File: config.mk
export PLATFORM = sky130hd
export DESIGN_NAME = fifo_wr_arbiter
export DESIGN_NICKNAME = d
export VERILOG_FILES = /design/src/rtl/fifo_wr_arbiter.sv
export SDC_FILE = /design/constraint.sdc
export NUM_CORES = 1
export LEC_CHECK = 0
export ABC_AREA = 1
export CAP_MARGIN = 30
export CORE_UTILIZATION = 40
export CTS_CLUSTER_DIAMETER = 30
export DETAILED_ROUTE_END_ITERATION = 8
export HOLD_SLACK_MARGIN = 0.03
export PLACE_DENSITY = 0.86
export SLEW_MARGIN = 30
export SYNTH_ARGS = -nofsm -noshare
export SYNTH_HDL_FRONTEND = slang
export SYNTH_SLANG_ARGS = --single-unit
File: constraint.sdc
create_clock -name clk -period 2.2 [get_ports clk]
set_clock_uncertainty 0.1 [all_clocks]
set_input_delay 0.44 -clock clk [delete_from_list [all_inputs] [get_ports clk]]
set_output_delay 0.44 -clock clk [all_outputs]
set_load 0.01 [all_outputs]
File: src/rtl/fifo_wr_arbiter.sv
// Round-robin arbiter sharing one FIFO write port among NREQ requesters.
// Grants one burst at a time; a burst ends on req_last or after MAX_BURST words.
module fifo_wr_arbiter #(
    parameter int NREQ      = 4,
    parameter int WIDTH     = 8,
    parameter int MAX_BURST = 16,
    parameter int BW        = 5
) (
    input  logic                  clk,
    input  logic                  rst,
    input  logic [NREQ-1:0]       req_valid,
    input  logic [NREQ-1:0]       req_last,
    input  logic [NREQ*WIDTH-1:0] req_data,
    output logic [NREQ-1:0]       req_ready,
    input  logic                  full,
    input  logic                  almost_full,
    output logic                  fifo_en,
    output logic                  fifo_wra,
    output logic [WIDTH-1:0]      fifo_din,
    output logic [NREQ-1:0]       grant,
    output logic                  busy
);

    localparam int PW = $clog2(NREQ);

    typedef enum logic {IDLE, XFER} state_t;

    state_t          state, state_nx;
    logic [NREQ-1:0] grant_nx;
    logic [PW-1:0]   rr_ptr, rr_nx;
    logic [BW-1:0]   cnt, cnt_nx, cnt_inc;
    logic [PW-1:0]   sel, idx;
    logic            sel_ok;
    logic            g_valid, g_last, xfer, burst_end;
    logic [WIDTH-1:0] g_data;

    // Iterate from the farthest offset down so the nearest valid requester wins.
    always_comb begin
        sel    = '0;
        sel_ok = 1'b0;
        idx    = '0;
        for (int i = NREQ - 1; i >= 0; i--) begin
            idx = PW'((int'(rr_ptr) + i) % NREQ);
            if (req_valid[idx]) begin
                sel    = idx;
                sel_ok = 1'b1;
            end
        end
    end

    always_comb begin
        g_valid = |(req_valid & grant);
        g_last  = |(req_last & grant);
        g_data  = '0;
        for (int i = 0; i < NREQ; i++) begin
            if (grant[i]) g_data = req_data[i*WIDTH +: WIDTH];
        end
    end

    assign xfer      = (state == XFER) && g_valid && !full;
    assign cnt_inc   = cnt + 1'b1;
    assign burst_end = xfer && (g_last || (cnt_inc == BW'(MAX_BURST)));

    assign req_ready = ((state == XFER) && !full) ? grant : '0;
    assign fifo_en   = xfer;
    assign fifo_wra  = xfer;
    assign fifo_din  = xfer ? g_data : '0;
    assign busy      = (state == XFER);

    always_comb begin
        state_nx = state;
        grant_nx = grant;
        rr_nx    = rr_ptr;
        cnt_nx   = cnt;
        case (state)
            IDLE: begin
                if (sel_ok && !almost_full) begin
                    state_nx = XFER;
                    grant_nx = NREQ'(1) << sel;
                    cnt_nx   = '0;
                    rr_nx    = (sel == PW'(NREQ - 1)) ? '0 : sel + 1'b1;
                end
            end
            XFER: begin
                if (xfer) begin
                    cnt_nx = cnt_inc;
                    if (burst_end) begin
                        state_nx = IDLE;
                        grant_nx = '0;
                    end
                end
            end
        endcase
    end

    always_ff @(posedge clk) begin
        if (rst) begin
            state  <= IDLE;
            grant  <= '0;
            rr_ptr <= '0;
            cnt    <= '0;
        end else begin
            state  <= state_nx;
            grant  <= grant_nx;
            rr_ptr <= rr_nx;
            cnt    <= cnt_nx;
        end
    end

endmodule

==> metrics.md <==
| Metric | Value |
|---|---|
| GRT Total Usage | 0.2407 |
| CTS sink cnt | 12 |
| Commonest non-fill, non-tap cell in the layout | nand2_1 |
| Crit. End Element | output pin |
| Max FO, Critical Path | 5 |
| Total power | 1.430 mW |
| Levels on crit path | 7 |
| Fin. Hold Viols | 0 |
| Internal | 798.5 uW |
| DR WL/cell | 11.75 um |
| Row count | 19 |
| Library cells used by synthesis | 26 |
| Setup-failing EPs final | 0 |
| Pwr per Cell Area | 702.4 nW/um2 |
| First-pass GRT wire length | 6.327 mm |
| Cts hold-fix bufs | 0 |
| Mapped Area | 1222 um2 |
| Die X | 57.28 um |
| CP max-delay cell | or2_4 |
| Yosys top cell by area | dfxtp_1 |
| Failing checks | design-rule violations |
| Hold Path Depth | 2 |
| Setup CP Type | in -> out |
| CTS root buffer | clkbuf_4 |
| Synth top area share | 0.1965 |
| Compound-Gate Fraction of Synth Area | 0.2364 |
| Ranking of synthesized cells by area | dfxtp_1 20%, nand2_1 19%, o21ai_0 11%, nor2_1 9.8%, a21oi_1 7.8% |
| Commonest cells after routing, fill and taps aside | 61 x nand2_1, 43 x clkdlybuf4s50_1, 32 x nor2_1, 24 x buf_4, 23 x o21ai_0 |
| Vert. Die Dim | 57.28 um |
| Final Max Tran Viols | 0 |
| Hpwl dp | 2.965 mm |
| Seq/Total Area, Yosys | 0.1965 |
| Core Footprint | 2829 um2 |
| CP cell instances | dlygate4sd2_1 > or2_4 > nor2_4 > buf_6 > o21ai_0 > a21oi_1 > clkbuf_2 |
| R2R depth | 11 |
| Drt first pass iters | 6 |
| Bufs on Longest Clock Path | 2 |
| Share of post-route cells with drive strength above 1 | 0.2013 |
| Worst slew margin | 0.7175 |
| CP required | 1.66 ns |
| #FFs+latches synth | 12 |
| Max Cap Viol | 0 |
| I/O pin cnt | 63 |
| Placed cells | 326 |
| Number of diodes | 0 |
| Syn Area/Cell | 5.607 um2 |
| Leakage dissipation | 0.9860 nW |
| Xor/xnor cell area share of the yosys netlist | 0 |
| Crit path DAT | 1.56 ns |
| Largest net degree at the start of global routing | 19 |
| Logic gate share of total power | 0.648 |
| Worst-margin pin slew | 0.4233 ns |
| Part of the cycle the worst path needs | 0.9566 |
| Initial Util | 0.4321 |
| CTS buffer count | 3 |
| Full die area | 3281 um2 |
| Finished Layout Cells | 334 |
| First-iteration detailed-routing DRC count | 100 |
| Register share of total power | 0.223 |
| CTS H-tree lvls | 1 |
| Synthesized Nets | 267 |
| WP buf/inv | 3 |
| Top delay family on crit path | buffers and inverters |
| Crit. Startpoint | full |
| DRC Markers | 10 |
| R2r startpoint | rr_ptr[0]$_SDFFE_PP0P_ |
| Initial antenna violation count | 0 |
| CP max stage delay | 0.26 ns |
| Final worst path period need | 2.105 ns |
| RSZ-0062 raised after global routing | false |
| Mux cell area share after synthesis | 0 |
| Adder-cell share of the synthesized area | 0.05118 |
| Hold Path Origin | cnt[4]$_SDFFE_PP0P_ |
| GRT overflow | 0 |
| Hold Crit Endpoint | cnt[4]$_SDFFE_PP0P_ |
| Gpl congestion | 0.8639 |
| Cells after Synth | 218 |
| Clk pwr share | 0.130 |
| Post-layout util | 0.7196 |
| Total number of vias | 1,688 |
| PortBufs | 62 |
| R2R setup slack | 0.18 ns |
| FMAX | 475.2 MHz |
| Clock transition at path regs | 0.07 ns |
| Vias in the first global route | 1,551 |
| Startpoint types | input pin |
| Hold Path Class | reg -> reg |
| Clk_lat worst skew | 0.29 ns |
| ANT nets after route | 0 |
| Switching power total | 631.5 uW |
| Peak supply drop | 0.6071 mV |
| Crit Reg-Reg Endpoint | rr_ptr[1]$_SDFFE_PP0P_ |
| TritonCTS clock tree | yes |
| WL final | 3.923 mm |
| Vias per inst | 5.054 |
| Status | complete, but fails checks |
| Sw Ratio | 0.4416 |
| Simple-Gate Fraction of Synth Area | 0.4309 |
| Filler cells | 247 |
| Fin nets | 353 |
| Synthesis-to-finish area growth | 66.53% |
| Largest family of logic cells by synthesized area | simple AND/OR/NAND/NOR gates |
| Synthesis Warnings | 0 |
synth_stat cells (all sizes together):
cell type,number
nand2,70
nor2,34
o21ai,28
a21oi,20
nand3,15
inv,14
dfxtp,12
a21boi,5
ha,5
buf,4
clkbuf,3
clkinv,3
and2,1
nand3b,1
nand4,1
o21a,1
or2,1
layer usage:
layer / global-route usage / vias to the layer above / part of all wire
li1: - / 879 / -
met1: 0.2751 / 749 / 0.42
met2: 0.4521 / 56 / 0.49
met3: 0.04535 / 4 / 0.082
met4: 0.06969 / 0 / 0.0099
met5: 0 / - / 0
through the flow:
step / setup slack [ns] / cell area, um2 / hold WS [ns] / TNS (ns)
after floorplan: 0.1972 / 1222 / 0.3774 / 0
after global placement: -0.6006 / 2007 / 0.3889 / -7.992
after detailed placement: -0.6476 / 2007 / 0.3999 / -8.722
after CTS: 0.001453 / 2058 / 0.4108 / 0
after global routing: 0.02638 / 2036 / 0.4454 / 0
final: 0.09542 / 2036 / 0.4105 / 0
worst reg2reg max path: cells and delay by family, from the launching register on:
family,cells,cell delay [ns]
DFF,1,0.37
and+or+nand+nor,5,0.52
buffers and inverters,2,0.25
AOI/OAI and AO/OA,3,0.44
adders and majority gates,1,0.28
how the worst max path moves through the flow:
stage,to
floorplan,fifo_din[0]
global placement,fifo_din[4]
detailed placement,fifo_din[0]
CTS,fifo_din[6]
global route,fifo_din[3]
finish,fifo_din[0]
kinds of logic (layout without fill, tap and decap cells):
logic type	after synthesis	in the layout
and+or+nand+nor	123	123
AOI/OAI and AO/OA	54	54
buffers and inverters	24	109
DFF	12	12
adders and majority gates	5	5
power by group through the flow:
stage | clock network (mW) | registers (mW) | logic, mW
5_1_grt | 0.200 | 0.326 | 1.04
3_5_place_dp | 0 | 0.318 | 0.903
2_1_floorplan | 0 | 0.319 | 0.550
3_3_place_gp | 0 | 0.316 | 0.885
6_report | 0.185 | 0.318 | 0.926
4_1_cts | 0.184 | 0.315 | 0.919
layout make-up:
| type | count | area [um2] | share of cell area |
|---|---|---|---|
| multi-input combinational | 182 | 888.4 | 0.4364 |
| timing repair buffer | 88 | 762.0 | 0.3743 |
| sequential | 12 | 245.2 | 0.1205 |
| inverter | 17 | 65.06 | 0.03196 |
| tap | 31 | 38.79 | 0.01905 |
| clock buffer | 4 | 36.28 | 0.01782 |
state kept, by name, indices dropped and copies added, names as in the netlist:
register / cells
cnt: 5
grant: 4
rr_ptr: 2
busy: 1
what timing repair did:
| item | 4_1_cts | 5_1_grt |
|---|---|---|
| pin swaps | 4 | 3 |
| hold endpoints to repair | 0 | 0 |
| setup buffers | 5 | 0 |
| gates resized for setup | 57 | 9 |
| endpoints found under the setup margin | 19 | 10 |
No activity file was read; power rests on OpenSTA's default activity.
